==> src/rtl/cpu_pkg.sv <==
// cpu_pkg: shared decode-stage encodings, field positions and the execute bundle type.
package cpu_pkg;

  localparam int XLEN_P = 32;
  localparam int REG_AW = 4;

  localparam int OPC_LSB = 28;
  localparam int FN_LSB  = 24;
  localparam int RD_LSB  = 20;
  localparam int RS1_LSB = 16;
  localparam int RS2_LSB = 12;
  localparam int IMM_W   = 16;

  localparam logic [5:0] OP_ADD = 6'h00;
  localparam logic [5:0] OP_F   = 6'h10;
  localparam logic [5:0] OP_GTZ = 6'h1F;
  localparam logic [5:0] OP_JAL = 6'h20;

  localparam logic [1:0] GRP_ALU = 2'b00;
  localparam logic [1:0] GRP_CMP = 2'b01;

  localparam logic [3:0] FN_MVHI = 4'hB;

  typedef enum logic [3:0] {
    CLS_ALUR  = 4'h0,
    CLS_CMPR  = 4'h2,
    CLS_SW    = 4'h5,
    CLS_BCOND = 4'h6,
    CLS_ALUI  = 4'h8,
    CLS_LW    = 4'h9,
    CLS_CMPI  = 4'hA,
    CLS_JAL   = 4'hB
  } opc_e;

  typedef struct packed {
    logic [5:0]        opsel;
    logic [XLEN_P-1:0] a;
    logic [XLEN_P-1:0] b;
    logic [XLEN_P-1:0] store_data;
    logic [XLEN_P-1:0] pc;
    logic [REG_AW-1:0] rd;
    logic              wr_en;
    logic              mem_rd;
    logic              mem_wr;
    logic              branch;
    logic              link;
    logic              illegal;
  } exec_bundle_t;

  function automatic logic [XLEN_P-1:0] sext16(input logic [IMM_W-1:0] imm);
    return {{(XLEN_P-IMM_W){imm[IMM_W-1]}}, imm};
  endfunction

endpackage

==> src/rtl/instr_decoder.sv <==
// instr_decoder: purely combinational instruction word to class, control flags,
// ALU opsel and source-register usage.
module instr_decoder
  import cpu_pkg::*;
(
  input  logic [31:0] instr_i,
  output logic [3:0]  rd_o,
  output logic [3:0]  rs1_o,
  output logic [3:0]  rs2_o,
  output logic [31:0] imm_o,
  output logic [5:0]  opsel_o,
  output logic        use_rs1_o,
  output logic        use_rs2_o,
  output logic        b_imm_o,
  output logic        wr_en_o,
  output logic        mem_rd_o,
  output logic        mem_wr_o,
  output logic        branch_o,
  output logic        link_o,
  output logic        illegal_o
);

  opc_e       cls;
  logic [3:0] fn;

  assign cls   = opc_e'(instr_i[OPC_LSB +: 4]);
  assign fn    = instr_i[FN_LSB +: 4];
  assign rd_o  = instr_i[RD_LSB +: 4];
  assign rs1_o = instr_i[RS1_LSB +: 4];
  assign rs2_o = instr_i[RS2_LSB +: 4];
  assign imm_o = sext16(instr_i[IMM_W-1:0]);

  always_comb begin
    opsel_o   = OP_F;
    use_rs1_o = 1'b0;
    use_rs2_o = 1'b0;
    b_imm_o   = 1'b1;
    wr_en_o   = 1'b0;
    mem_rd_o  = 1'b0;
    mem_wr_o  = 1'b0;
    branch_o  = 1'b0;
    link_o    = 1'b0;
    illegal_o = 1'b0;
    case (cls)
      CLS_ALUR: begin
        opsel_o   = {GRP_ALU, fn};
        use_rs1_o = 1'b1;
        use_rs2_o = 1'b1;
        b_imm_o   = 1'b0;
        wr_en_o   = 1'b1;
      end
      // MVHI builds its result from the immediate alone, so rs1 is not a true source.
      CLS_ALUI: begin
        opsel_o   = {GRP_ALU, fn};
        use_rs1_o = (fn != FN_MVHI);
        wr_en_o   = 1'b1;
      end
      CLS_CMPR: begin
        opsel_o   = {GRP_CMP, fn};
        use_rs1_o = 1'b1;
        use_rs2_o = 1'b1;
        b_imm_o   = 1'b0;
        wr_en_o   = 1'b1;
      end
      CLS_CMPI: begin
        opsel_o   = {GRP_CMP, fn};
        use_rs1_o = 1'b1;
        wr_en_o   = 1'b1;
      end
      CLS_BCOND: begin
        opsel_o   = {GRP_CMP, fn};
        use_rs1_o = 1'b1;
        use_rs2_o = 1'b1;
        b_imm_o   = 1'b0;
        branch_o  = 1'b1;
      end
      CLS_JAL: begin
        opsel_o   = OP_JAL;
        use_rs1_o = 1'b1;
        link_o    = 1'b1;
        wr_en_o   = 1'b1;
      end
      CLS_LW: begin
        opsel_o   = OP_ADD;
        use_rs1_o = 1'b1;
        mem_rd_o  = 1'b1;
        wr_en_o   = 1'b1;
      end
      CLS_SW: begin
        opsel_o   = OP_ADD;
        use_rs1_o = 1'b1;
        use_rs2_o = 1'b1;
        mem_wr_o  = 1'b1;
      end
      default: begin
        illegal_o = 1'b1;
      end
    endcase
  end

endmodule

==> src/rtl/decode_stage.sv <==
// decode_stage: decodes one instruction per handshake into a registered execute bundle.
// Define DECODE_SCOREBOARD_EN to enable the per-register RAW scoreboard and issue stall.
module decode_stage
  import cpu_pkg::*;
#(
  parameter int NREGS = 16,
  parameter int XLEN  = 32
) (
  input  logic                     clk,
  input  logic                     rst_n,
  input  logic                     in_valid,
  output logic                     in_ready,
  input  logic [31:0]              in_instr,
  input  logic [31:0]              in_pc,
  output logic [$clog2(NREGS)-1:0] rf_ra1,
  output logic [$clog2(NREGS)-1:0] rf_ra2,
  input  logic [XLEN-1:0]          rf_rd1,
  input  logic [XLEN-1:0]          rf_rd2,
  output logic                     out_valid,
  input  logic                     out_ready,
  output logic [5:0]               out_opsel,
  output logic [XLEN-1:0]          out_a,
  output logic [XLEN-1:0]          out_b,
  output logic [XLEN-1:0]          out_store_data,
  output logic [$clog2(NREGS)-1:0] out_rd,
  output logic                     out_wr_en,
  output logic                     out_mem_rd,
  output logic                     out_mem_wr,
  output logic                     out_branch,
  output logic                     out_link,
  output logic                     out_illegal,
  output logic [31:0]              out_pc,
  input  logic                     flush,
  input  logic                     wb_valid,
  input  logic [$clog2(NREGS)-1:0] wb_rd
);

  logic [3:0]   dec_rd, dec_rs1, dec_rs2;
  logic [31:0]  dec_imm;
  logic [5:0]   dec_opsel;
  logic         dec_use_rs1, dec_use_rs2, dec_b_imm;
  logic         dec_wr_en, dec_mem_rd, dec_mem_wr, dec_branch, dec_link, dec_illegal;

  exec_bundle_t bundle_d, out_q;
  logic         out_valid_q;
  logic         hazard, accept, transfer;

  instr_decoder u_dec (
    .instr_i   (in_instr),
    .rd_o      (dec_rd),
    .rs1_o     (dec_rs1),
    .rs2_o     (dec_rs2),
    .imm_o     (dec_imm),
    .opsel_o   (dec_opsel),
    .use_rs1_o (dec_use_rs1),
    .use_rs2_o (dec_use_rs2),
    .b_imm_o   (dec_b_imm),
    .wr_en_o   (dec_wr_en),
    .mem_rd_o  (dec_mem_rd),
    .mem_wr_o  (dec_mem_wr),
    .branch_o  (dec_branch),
    .link_o    (dec_link),
    .illegal_o (dec_illegal)
  );

  assign rf_ra1 = dec_rs1;
  assign rf_ra2 = dec_rs2;

  // Branches reuse the store-data lane to carry their sign-extended offset.
  always_comb begin
    bundle_d            = '0;
    bundle_d.opsel      = dec_opsel;
    bundle_d.a          = rf_rd1;
    bundle_d.b          = dec_b_imm ? dec_imm : rf_rd2;
    bundle_d.store_data = dec_branch ? dec_imm : rf_rd2;
    bundle_d.pc         = in_pc;
    bundle_d.rd         = dec_rd;
    bundle_d.wr_en      = dec_wr_en;
    bundle_d.mem_rd     = dec_mem_rd;
    bundle_d.mem_wr     = dec_mem_wr;
    bundle_d.branch     = dec_branch;
    bundle_d.link       = dec_link;
    bundle_d.illegal    = dec_illegal;
  end

  assign transfer = out_valid_q & out_ready;

`ifdef DECODE_SCOREBOARD_EN
  logic [NREGS-1:0] pending_q, pending_d;
  logic             held_wr;
  logic             haz_rs1, haz_rs2;

  // A bundle still sitting in the output register has not yet marked its rd pending.
  assign held_wr = out_valid_q & out_q.wr_en;
  assign haz_rs1 = dec_use_rs1 & (pending_q[dec_rs1] | (held_wr & (out_q.rd == dec_rs1)));
  assign haz_rs2 = dec_use_rs2 & (pending_q[dec_rs2] | (held_wr & (out_q.rd == dec_rs2)));
  assign hazard  = haz_rs1 | haz_rs2;

  always_comb begin
    pending_d = pending_q;
    if (wb_valid) pending_d[wb_rd] = 1'b0;
    if (transfer & out_q.wr_en & ~flush) pending_d[out_q.rd] = 1'b1;
  end

  always_ff @(posedge clk or negedge rst_n) begin
    if (!rst_n) pending_q <= '0;
    else        pending_q <= pending_d;
  end
`else
  logic unused_sb;
  assign unused_sb = ^{wb_valid, wb_rd, dec_use_rs1, dec_use_rs2};
  assign hazard    = 1'b0;
`endif

  assign in_ready = flush | (~hazard & (~out_valid_q | out_ready));
  assign accept   = in_valid & in_ready;

  // Flush wins over an accept offered in the same cycle: that instruction is dropped.
  always_ff @(posedge clk or negedge rst_n) begin
    if (!rst_n) begin
      out_valid_q <= 1'b0;
      out_q       <= '0;
    end else if (flush) begin
      out_valid_q <= 1'b0;
    end else if (accept) begin
      out_valid_q <= 1'b1;
      out_q       <= bundle_d;
    end else if (out_ready) begin
      out_valid_q <= 1'b0;
    end
  end

  assign out_valid      = out_valid_q;
  assign out_opsel      = out_q.opsel;
  assign out_a          = out_q.a;
  assign out_b          = out_q.b;
  assign out_store_data = out_q.store_data;
  assign out_rd         = out_q.rd;
  assign out_wr_en      = out_q.wr_en;
  assign out_mem_rd     = out_q.mem_rd;
  assign out_mem_wr     = out_q.mem_wr;
  assign out_branch     = out_q.branch;
  assign out_link       = out_q.link;
  assign out_illegal    = out_q.illegal;
  assign out_pc         = out_q.pc;

endmodule

==> config.mk <==
export PLATFORM = sky130hd
export DESIGN_NAME = decode_stage
export DESIGN_NICKNAME = d
export VERILOG_FILES = /design/src/rtl/cpu_pkg.sv /design/src/rtl/instr_decoder.sv /design/src/rtl/decode_stage.sv
export SDC_FILE = /design/constraint.sdc
export NUM_CORES = 1
export LEC_CHECK = 0
export BUFFER_PORTS_ARGS = -buffer_cell sky130_fd_sc_hd__buf_4
export CORE_MARGIN = 3
export CORE_UTILIZATION = 30
export DETAILED_ROUTE_END_ITERATION = 8
export MAX_ROUTING_LAYER = met4
export SLEW_MARGIN = 15
export SYNTH_ARGS = -nofsm -noshare
export SYNTH_HDL_FRONTEND = slang
export SYNTH_SLANG_ARGS = --single-unit
==> constraint.sdc <==
create_clock -name clk -period 1.75 [get_ports clk]
set_input_delay 0.35 -clock clk [delete_from_list [all_inputs] [get_ports clk]]
set_output_delay 0.35 -clock clk [all_outputs]
set_load 0.02 [all_outputs]
Yosys cells after proc, flatten, opt, wreduce, memory -nomap -nowiden
Cells that the tools add are included.

Bits in registers: 145. Input port bits: 138. Output and inout port bits: 154. Word-level logic and storage cells: 46.

Equality and inequality tests: 7. Mux-type cells: 12. Bitwise gates (word level): 5. Reductions and logical operators: 9.

Operator list (number): $mux 32 (2); $pmux 6 s4 (1); $eq 4x4->1 const B (4); $mux 1 (9); $eq 4x3->1 const B (2); $reduce_or 8->1 (1); $reduce_or 3->1 (2); $reduce_or 6->1 (1); $eq 4x2->1 const B (1); $logic_not 4->1 (1); $reduce_or 2->1 (2); $reduce_bool 3->1 (1); $not 1->1 (2); $or 1x1->1 (2); $reduce_and 2->1 (1); $and 1x1->1 (1).

Logic depth before layout (Yosys ltp)
Gate-level depths: netlist of run 1.

Depth after elaboration: 6. Mapped depth: 6.

By module
Synthesis of run 1 repeated with hierarchy kept, for this count alone.

Cell total of the unflattened synthesis: 455. Area total of the unflattened synthesis: 6688.9 µm².

By module, submodules not included: decode_stage (instances 1, cells an instance 382, area an instance 6165.9 µm²); instr_decoder (instances 1, cells an instance 73, area an instance 523.0 µm²).

Least setup slack after synthesis of run 1
No wires, ideal clock.

Kind: register to register. From: reg out_valid_q, in the netlist out_valid. To: reg out_q, in the netlist out_a[21]. Setup time: 0.125 ns. Arrival: 1.430 ns. Data required time: 1.625 ns. Setup slack: 0.195 ns. Cell stages (with the launch flop): 5. Path buffers: 1. Clock period less this slack: 1.555 ns. Cell sequence: dfrtp_1 -> and2b_1 -> nor2_4 -> buf_2 -> mux2_2.

Longest elaborated chain between the ends: 5.

Ends and longest elaborated chain: start: declaration (RTL line decode_stage.sv:45) `logic out_valid_q;`; start signal: assignment (RTL line decode_stage.sv:121) `out_valid_q <= 1'b0;`; start signal: assignment (RTL line decode_stage.sv:124) `out_valid_q <= 1'b0;`; start signal: assignment (RTL line decode_stage.sv:126) `out_valid_q <= 1'b1;`; $not 1->1 (RTL line decode_stage.sv:115) `assign in_ready = flush | (~hazard & (~out_valid_q | out_ready));`; $or 1x1->1 (2 in series) (RTL line decode_stage.sv:115); $and 1x1->1 (RTL line decode_stage.sv:116) `assign accept = in_valid & in_ready;`; $reduce_and 2->1 (no line); end signal: assignment (RTL line decode_stage.sv:127) `out_q <= bundle_d;`; end: declaration (RTL line decode_stage.sv:44) `exec_bundle_t bundle_d, out_q;`.

No other way between the ends. A chain may end at the register's enable or synchronous reset.

Final worst setup path of run 1
From: reg out_valid_q, in the netlist out_valid. To: out in_ready.

Longest elaborated chain between the ends: 3.

Ends and longest elaborated chain: $not 1->1 (RTL line decode_stage.sv:115); $or 1x1->1 (2 in series) (RTL line decode_stage.sv:115); end: declaration (RTL line decode_stage.sv:12) `output logic in_ready,`.

No other way between the ends.

==> results of run 1 <==
[cell usage after synthesis (all sizes together)]
cell and count:
and2b 2, nand4b 1, buf 39, a21oi 65, nand2 50, o21ai 22
nand3 36, nand2b 5, nor4bb 1, or2 1, clkbuf 19, nor2 4
o2bb2ai 4, nor2b 2, a21o 3, a31oi 64, o31ai 2, mux2 70
nand3b 1, nor3 1, dfrtp 145, or2b 1, nor3b 1, nand4bb 2
[per-layer routing]
layer,GRT usage,up-vias
li1,-,2474
met1,0.208,2616
met2,0.289,215
met3,0.0467,25
met4,0.0517,0
met5,-,-
[power breakdown]
| part | switching [mW] | internal [mW] |
|---|---|---|
| clock | 1.52 | 2.13 |
| sequential | 0.300 | 3.90 |
| combinational | 1.56 | 1.37 |
| total | 3.38 | 7.40 |
[critical path: stages (launching register included)]
cell      delay, ns
dfrtp_1        0.39
and2b_2        0.23
buf_6          0.14
nand2b_4       0.06
buf_6          0.11
[how the worst min path moves through the flow]
stage                             end  slack, ns  depth (start not counted)
6_report        out_a[30]$_DFFE_PN0P_       0.15                          2
5_1_grt         out_a[25]$_DFFE_PN0P_       0.13                          2
4_1_cts         out_a[30]$_DFFE_PN0P_       0.13                          2
3_5_place_dp   out_pc[26]$_DFFE_PN0P_       0.28                          1
3_3_place_gp   out_pc[26]$_DFFE_PN0P_       0.27                          1
2_1_floorplan    out_a[0]$_DFFE_PN0P_       0.05                          0
[cells by family after synthesis]
family                 share of synthesized area
DFF                                        0.582
buffers and inverters                     0.0495
AOI/OAI and AO/OA                          0.157
muxes                                      0.126
and+or+nand+nor                           0.0852
[what timing repair did]
item	4_1_cts	5_1_grt
hold buffers	1	0
gates resized for setup	3	2
endpoints found under the setup margin	1	3
hold endpoints to repair	31	0
buffers inserted	1	0
[stage by stage]
step / instance area [µm²] / total power, mW / hold slack (ns) / utilization / setup WS, ns
after CTS: 9340 / 10.9 / 0.126 / 0.459 / 0.0180
after detailed placement: 8730 / 7.23 / 0.276 / 0.429 / 0.0753
final: 9350 / 10.8 / 0.153 / 0.459 / 0.0589
after global placement: 8730 / 7.19 / 0.271 / 0.429 / 0.0972
after floorplan: 6240 / 5.70 / 0.0544 / - / 0.195
after global routing: 9350 / 11.3 / 0.132 / 0.459 / 0.0171
[layout make-up]
cell class	count	area, µm²	area share
Clock buffer	18	429	0.0459
Clock inverter	14	155	0.0166
Multi-Input combinational cell	338	2350	0.251
Sequential cell	145	3630	0.388
Tap cell	270	338	0.0361
Timing Repair Buffer	303	2450	0.262
[registers in the layout (all words and copies together) (netlist names), 4 cells and up]
signal / cells
out_rd: 4
out_b: 32
out_pc: 32
out_opsel: 6
out_store_data: 32
out_a: 32
==> impl_metrics.tcl, run 1 <==
set metrics [dict create \
    outcome "complete, no violations" \
    fin_cells 1088 \
    post-dp-hpwl_mm 13.8 \
    synth_area_leaders "dfrtp_1 58%, mux2_2 11%, a31oi_1 5.4%, a21oi_1 5.2%, nand2_1 2.9%" \
    crit_path_end "in_ready" \
    wl_met3_mm 1.54 \
    final_cell_mix "286 x buf_4, 145 x dfrtp_1, 65 x a21oi_1" \
    startpoint "out_valid$_DFFE_PN0P_" \
    worst-path-max-fanout 6 \
    synthCells 541 \
    peakVddDrop_uv 640 \
    hold_viol_final 0 \
    cp-start-kind "flop" \
    r2r_start "out_valid$_DFFE_PN0P_" \
    finClkSkew_ns 0.00596 \
    drc_errors 0 \
    area_delta_synth_final_pct 49.8 \
    min_path_type "in2reg" \
    antenna_found_initial 0 \
    cts_buffers 17 \
    worst_skew_pair.late_latency_ns 0.41 \
    synth_area_um2 6240 \
    wl_mm 19.7 \
    min-delay-start "rf_rd1[30]" \
    r2r_cells 5 \
    synth.top_cell.area_share 0.582 \
    rsz0062_at_grt "no" \
    setup_tns_ns 0 \
    drive_above_1_share 0.509 \
    power.density_nw_per_um2 1150 \
    die_area_um2 22600 \
    cp.required_ns 1.40 \
    core_um2 20400 \
    routabilityCongestion 0.773 \
    highest_layer "met4" \
    synth_seq_cells 145 \
    clkSinkCount 145 \
    slew_viol_final 0 \
    initialDrtViolationCount 164 \
    syn-num-nets 679 \
    wl_per_cell_um 18.1 \
    rrSetupSlack_ns 0.12 \
    first_pass_iters 4 \
    num_rows 52 \
    path_class "reg2out" \
    max_freq_ghz 0.591 \
    yosysWarnings 0 \
    ant_nets 0 \
    antenna_cells 0 \
    grt_max_degree 69 \
    dp.cells 1054 \
    clk_path_buf_depth 2 \
    finalSetupViolCount 0 \
    grt_usage 0.174 \
    p_leak_nw 4.25 \
    finalCritPeriodShare 0.966 \
    wl_met2_mm 10.0 \
    die_height_um 150 \
    r2r-end "out_b[14]$_DFFE_PN0P_" \
    final_common_cell "buf_4" \
    grt_pass1_vias 5348 \
    num_io_pins 292 \
    cp-end-kind "output port" \
    drv_cap 0 \
    io_buffers 278 \
    synth.distinct_cells 33 \
    postSynthAreaPerCell_um2 11.5 \
    cts_tree "built" \
    tightest_slew_ns 0.426 \
    met1_length_mm 7.83 \
    ctsHtreeMaxLevel 4 \
    fin_crit_ns 1.69 \
    via_per_inst 4.90 \
    die_w_um 150 \
    clk_pin_slew_worst_paths_ns 0.06 \
    vias 5330 \
    grt_pass1_wl_mm 29.5 \
    synth_area_leader_cell "dfrtp_1" \
    cts_root_buf "clkbuf_16" \
    layout.nets 943 \
    initial_core_util 0.306 \
    crit_arrival_ns 1.34 \
    slew_headroom 0.716 \
    ys_seq_area_frac 0.582 \
    n_fill_cell 1980 \
    grt_overflow 0 \
]
Power figures use the tool's default switching activity.
==> run 2: changes to the inputs <==
--- a/config.mk
+++ b/config.mk
@@ -7,9 +7,10 @@
 export LEC_CHECK = 0
 export BUFFER_PORTS_ARGS = -buffer_cell sky130_fd_sc_hd__buf_4
 export CORE_MARGIN = 3
-export CORE_UTILIZATION = 30
+export CORE_UTILIZATION = 47
 export DETAILED_ROUTE_END_ITERATION = 8
 export MAX_ROUTING_LAYER = met4
+export PLACE_DENSITY = 0.81
 export SLEW_MARGIN = 15
 export SYNTH_ARGS = -nofsm -noshare
 export SYNTH_HDL_FRONTEND = slang
==> impl_metrics.tcl, run 2 (same netlist as run 1, synthesis figures left out) <==
set metrics [dict create \
    placed_area_um2 8520 \
    wl_mm 19.1 \
    r2r_start "out_valid$_DFFE_PN0P_" \
    drv_cap 0 \
    slew_headroom 0.646 \
    power.switching_mw 3.29 \
    die_area_um2 14700 \
    via_per_inst 5.56 \
    finClkSkew_ns 0.00911 \
    fin_crit_ns 1.69 \
    cp-start-kind "flop" \
    setup_tns_ns 0 \
    power.density_nw_per_um2 1180 \
    num_rows 41 \
    worst-path-max-fanout 6 \
    cts_root_buf "clkbuf_16" \
    holdPathStages 2 \
    routabilityCongestion 0.826 \
    initialDrtViolationCount 336 \
    power_frac_comb 0.270 \
    path_depth 4 \
    wl_per_cell_um 19.3 \
    cts_tree "built" \
    ctsHtreeMaxLevel 4 \
    initial_core_util 0.487 \
    path_class "reg2out" \
    grt_usage 0.267 \
    num_io_pins 292 \
    clk_path_buf_depth 2 \
    final_util 0.714 \
    die_height_um 121 \
    min-delay-start "rf_rd1[29]" \
    min_path_type "in2reg" \
    finalCritPeriodShare 0.964 \
    total_power_mw 10.8 \
    io_buffers 278 \
    crit_chain "and2b_2 -> buf_6 -> nand2b_4 -> buf_6" \
    finalSetupViolCount 0 \
    ant_nets 0 \
    area_delta_synth_final_pct 46.8 \
    cp_top_family "flip-flops" \
    core_um2 12800 \
    clock_power_share 0.338 \
    vias 5496 \
    cp.required_ns 1.40 \
    antenna_found_initial 0 \
    p_leak_nw 4.24 \
    hold_viol_final 0 \
    slew_viol_final 0 \
    tightest_slew_ns 0.531 \
    use_met3 0.0671 \
    grt_max_degree 55 \
    final_common_cell "buf_4" \
    hold_slack_ns 0.142 \
    worst_path_largest_cell_delay_ns 0.38 \
    r2r-end "out_pc[22]$_DFFE_PN0P_" \
    stdcell_area_um2 9160 \
    seq_power_share 0.391 \
    cp-end-kind "output port" \
    busiest_layer "met2" \
    clkSinkCount 145 \
    max_freq_ghz 0.593 \
    die_w_um 121 \
    peakVddDrop_uv 576 \
    grt_pass1_vias 5539 \
    cts_buffers 17 \
    post-dp-hpwl_mm 13.5 \
    internal-power_mw 7.53 \
    crit_top_cell "buf_6" \
    use_met1 0.295 \
    critPathSlowestCell "dfrtp_1" \
    worst_skew_pair.late_latency_ns 0.42 \
    rsz0062_at_grt "no" \
    min_to "out_a[29]$_DFFE_PN0P_" \
    layout.nets 942 \
    first_pass_iters 5 \
    use_met2 0.464 \
    switching_share 0.304 \
    grt_pass1_wl_mm 29.4 \
    crit_arrival_ns 1.34 \
    clk_pin_slew_worst_paths_ns 0.06 \
    path_buf_inv 2 \
    drc_errors 0 \
    r2r_cells 4 \
    final_cell_mix "290 x buf_4, 145 x dfrtp_1, 65 x a21oi_1" \
    antenna_cells 0 \
    drive_above_1_share 0.507 \
    outcome "complete, no violations" \
    grt_overflow 0 \
    rrSetupSlack_ns 0.13 \
]
## run 2: cell types whose count changed in the layout (fill, tap and decap cells not counted), sizes merged
cell and change:
buf -1, bufinv +1, clkinv +1, clkinvlp +1, inv -3
## run 2: worst max path at each step
stage / startpoint / end / slack, ns
after floorplan: out_valid$_DFFE_PN0P_ / out_a[21]$_DFFE_PN0P_ / 0.20
after global placement: flush / out_b[10]$_DFFE_PN0P_ / 0.12
after detailed placement: flush / out_b[4]$_DFFE_PN0P_ / 0.06
after CTS: out_valid$_DFFE_PN0P_ / in_ready / 0.02
after global routing: out_valid$_DFFE_PN0P_ / in_ready / 0.02
final: out_valid$_DFFE_PN0P_ / in_ready / 0.06
## run 2: worst register-to-register path, delay by kind of cell (launching register included)
family | cells | cell delay, ns
muxes | 1 | 0.43
DFF | 1 | 0.38
and+or+nand+nor | 2 | 0.42
buffers and inverters | 1 | 0.28
## run 2: stage by stage
stage                     worst slack (ns)  std cells
after floorplan                      0.195        541
after global placement               0.119        954
after detailed placement            0.0589        954
after CTS                           0.0215        988
after global routing                0.0239        989
final                               0.0632        989
## run 2: layout make-up
class	instances	area, µm²
tap	172	215
fill	938	3660
clock buffer	18	439
sequential	145	3630
multi-input combinational	338	2340
timing repair buffer	302	2380
clock inverter	14	160
## run 2: timing repair
action	in CTS	in global routing
pin swaps	0	0
endpoints found under the hold margin	19	0
gates resized for setup	3	1
hold buffers	1	0
endpoints found under the setup margin	1	1
buffers inserted	1	1
## run 2: layer usage
layer / up-vias / part of all wire
met5: - / 0
met2: 298 / 0.53
li1: 2486 / -
met4: 0 / 0.032
met3: 48 / 0.084
met1: 2664 / 0.35
## run 2: power by group through the flow
stage	Clock (mW)	Sequential (mW)	Combinational, mW
2_1_floorplan	0	4.92	0.774
3_3_place_gp	0	4.25	2.86
3_5_place_dp	0	4.28	2.93
4_1_cts	3.71	4.24	2.95
5_1_grt	3.84	4.31	3.11
6_report	3.66	4.23	2.92
==> run 3: changes to the inputs <==
==> constraint.sdc (replaced) <==
create_clock -name clk -period 1.75 [get_ports clk]
set_input_delay 0.4375 -clock clk [delete_from_list [all_inputs] [get_ports clk]]
set_output_delay 0.4375 -clock clk [all_outputs]
set_load 0.02 [all_outputs]
==> impl_metrics.tcl, run 3 (same netlist as run 1, synthesis figures left out) <==
set metrics [dict create \
    fin_crit_ns 1.70 \
    antenna_found_initial 0 \
    cts_root_buf "clkbuf_16" \
    holdPathStages 2 \
    layout_setup_ws_ns 0.0478 \
    clk_path_buf_depth 2 \
    clk_pin_slew_worst_paths_ns 0.06 \
    vias 5509 \
    routabilityCongestion 0.824 \
    min_path_type "in2reg" \
    layout.nets 942 \
    cts_tree "built" \
    cp.required_ns 1.31 \
    setup_tns_ns 0 \
    finClkSkew_ns 0.00630 \
    final_common_cell "buf_4" \
    grt_max_degree 54 \
    grt_pass1_wl_mm 28.5 \
    place_ws_ns 0.0307 \
    met1_length_mm 6.89 \
    core_um2 12800 \
    worst-path-max-fanout 3 \
    die_area_um2 14700 \
    cp-end-kind "output port" \
    crit_path_end "in_ready" \
    r2r-end "out_a[25]$_DFFE_PN0P_" \
    grt_pass1_vias 5537 \
    num_io_pins 292 \
    clock_power_share 0.361 \
    drv_cap 0 \
    slew_viol_final 0 \
    tightest_slew_ns 0.613 \
    grt_usage 0.258 \
    min-delay-start "rf_rd1[28]" \
    wl_per_cell_um 19.0 \
    switching_share 0.289 \
    dp.cells 953 \
    r2r_start "out_valid$_DFFE_PN0P_" \
    drc_errors 0 \
    antenna_cells 0 \
    rsz0062_at_grt "no" \
    cp-start-kind "flop" \
    slew_headroom 0.591 \
    power.switching_mw 3.24 \
    wl_met2_mm 9.86 \
    crit_arrival_ns 1.26 \
    startpoint "out_valid$_DFFE_PN0P_" \
    fin_cells 987 \
    stdcell_area_um2 9250 \
    initialDrtViolationCount 399 \
    clkSinkCount 145 \
    internal-power_mw 7.97 \
    power_frac_comb 0.261 \
    wl_met3_mm 1.51 \
    rrSetupSlack_ns 0.13 \
    p_leak_nw 4.28 \
    total_power_mw 11.2 \
    drive_above_1_share 0.503 \
    path_class "reg2out" \
    power.density_nw_per_um2 1210 \
    io_buffers 278 \
    ctsHtreeMaxLevel 4 \
    first_pass_iters 5 \
    placed_area_um2 8550 \
    ant_nets 0 \
    wl_mm 18.7 \
    via_per_inst 5.58 \
    worst_skew_pair.late_latency_ns 0.42 \
    area_delta_synth_final_pct 48.3 \
    max_freq_ghz 0.587 \
    r2r_cells 4 \
    peakVddDrop_uv 612 \
    die_height_um 121 \
    post-dp-hpwl_mm 13.4 \
    hold_slack_ns 0.242 \
    cts_buffers 17 \
    finalSetupViolCount 0 \
    initial_core_util 0.487 \
    hold_viol_final 0 \
    grt_overflow 0 \
    die_w_um 121 \
    highest_layer "met4" \
    num_rows 41 \
    seq_power_share 0.378 \
    outcome "complete, no violations" \
    final_cell_mix "288 x buf_4, 145 x dfrtp_1, 65 x a21oi_1" \
    finalCritPeriodShare 0.973 \
    final_util 0.721 \
]
run 3: power by group through the flow:
stage                     clock network [mW]  logic, mW  registers [mW]
after floorplan                            0      0.774            4.92
after global placement                     0       2.86            4.25
after detailed placement                   0       2.92            4.28
after CTS                               4.09       2.93            4.24
after global routing                    4.24       3.11            4.30
final                                   4.05       2.92            4.23
run 3: timing repair:
action,CTS,global route
hold endpoints to repair,19,0
setup buffers,0,3
setup endpoints to repair,0,1
resized for setup,0,3
hold buffers,1,0
run 3: worst min path at each step:
stage | endpoint | slack (ns)
2_1_floorplan | out_a[0]$_DFFE_PN0P_ | 0.14
3_3_place_gp | out_a[31]$_DFFE_PN0P_ | 0.30
3_5_place_dp | out_rd[0]$_DFFE_PN0P_ | 0.30
4_1_cts | out_a[26]$_DFFE_PN0P_ | 0.23
5_1_grt | out_a[26]$_DFFE_PN0P_ | 0.23
6_report | out_a[28]$_DFFE_PN0P_ | 0.24
run 3: worst max-delay path: stages (launching register included):
cell and delay [ns]:
dfrtp_1 0.39, and2b_2 0.25, nand2b_4 0.09, buf_6 0.12
run 3: layout make-up:
type	instances	area, µm²
clock inverter	10	208
clock buffer	20	447
tap	172	215
multi-input combinational	338	2340
sequential	145	3630
timing repair buffer	302	2410
fill	881	3570
run 3: layer usage:
layer / GRT usage / up-vias
met1: 0.294 / 2707
met4: 0.103 / 0
li1: - / 2476
met2: 0.439 / 287
met5: - / -
met3: 0.0634 / 39
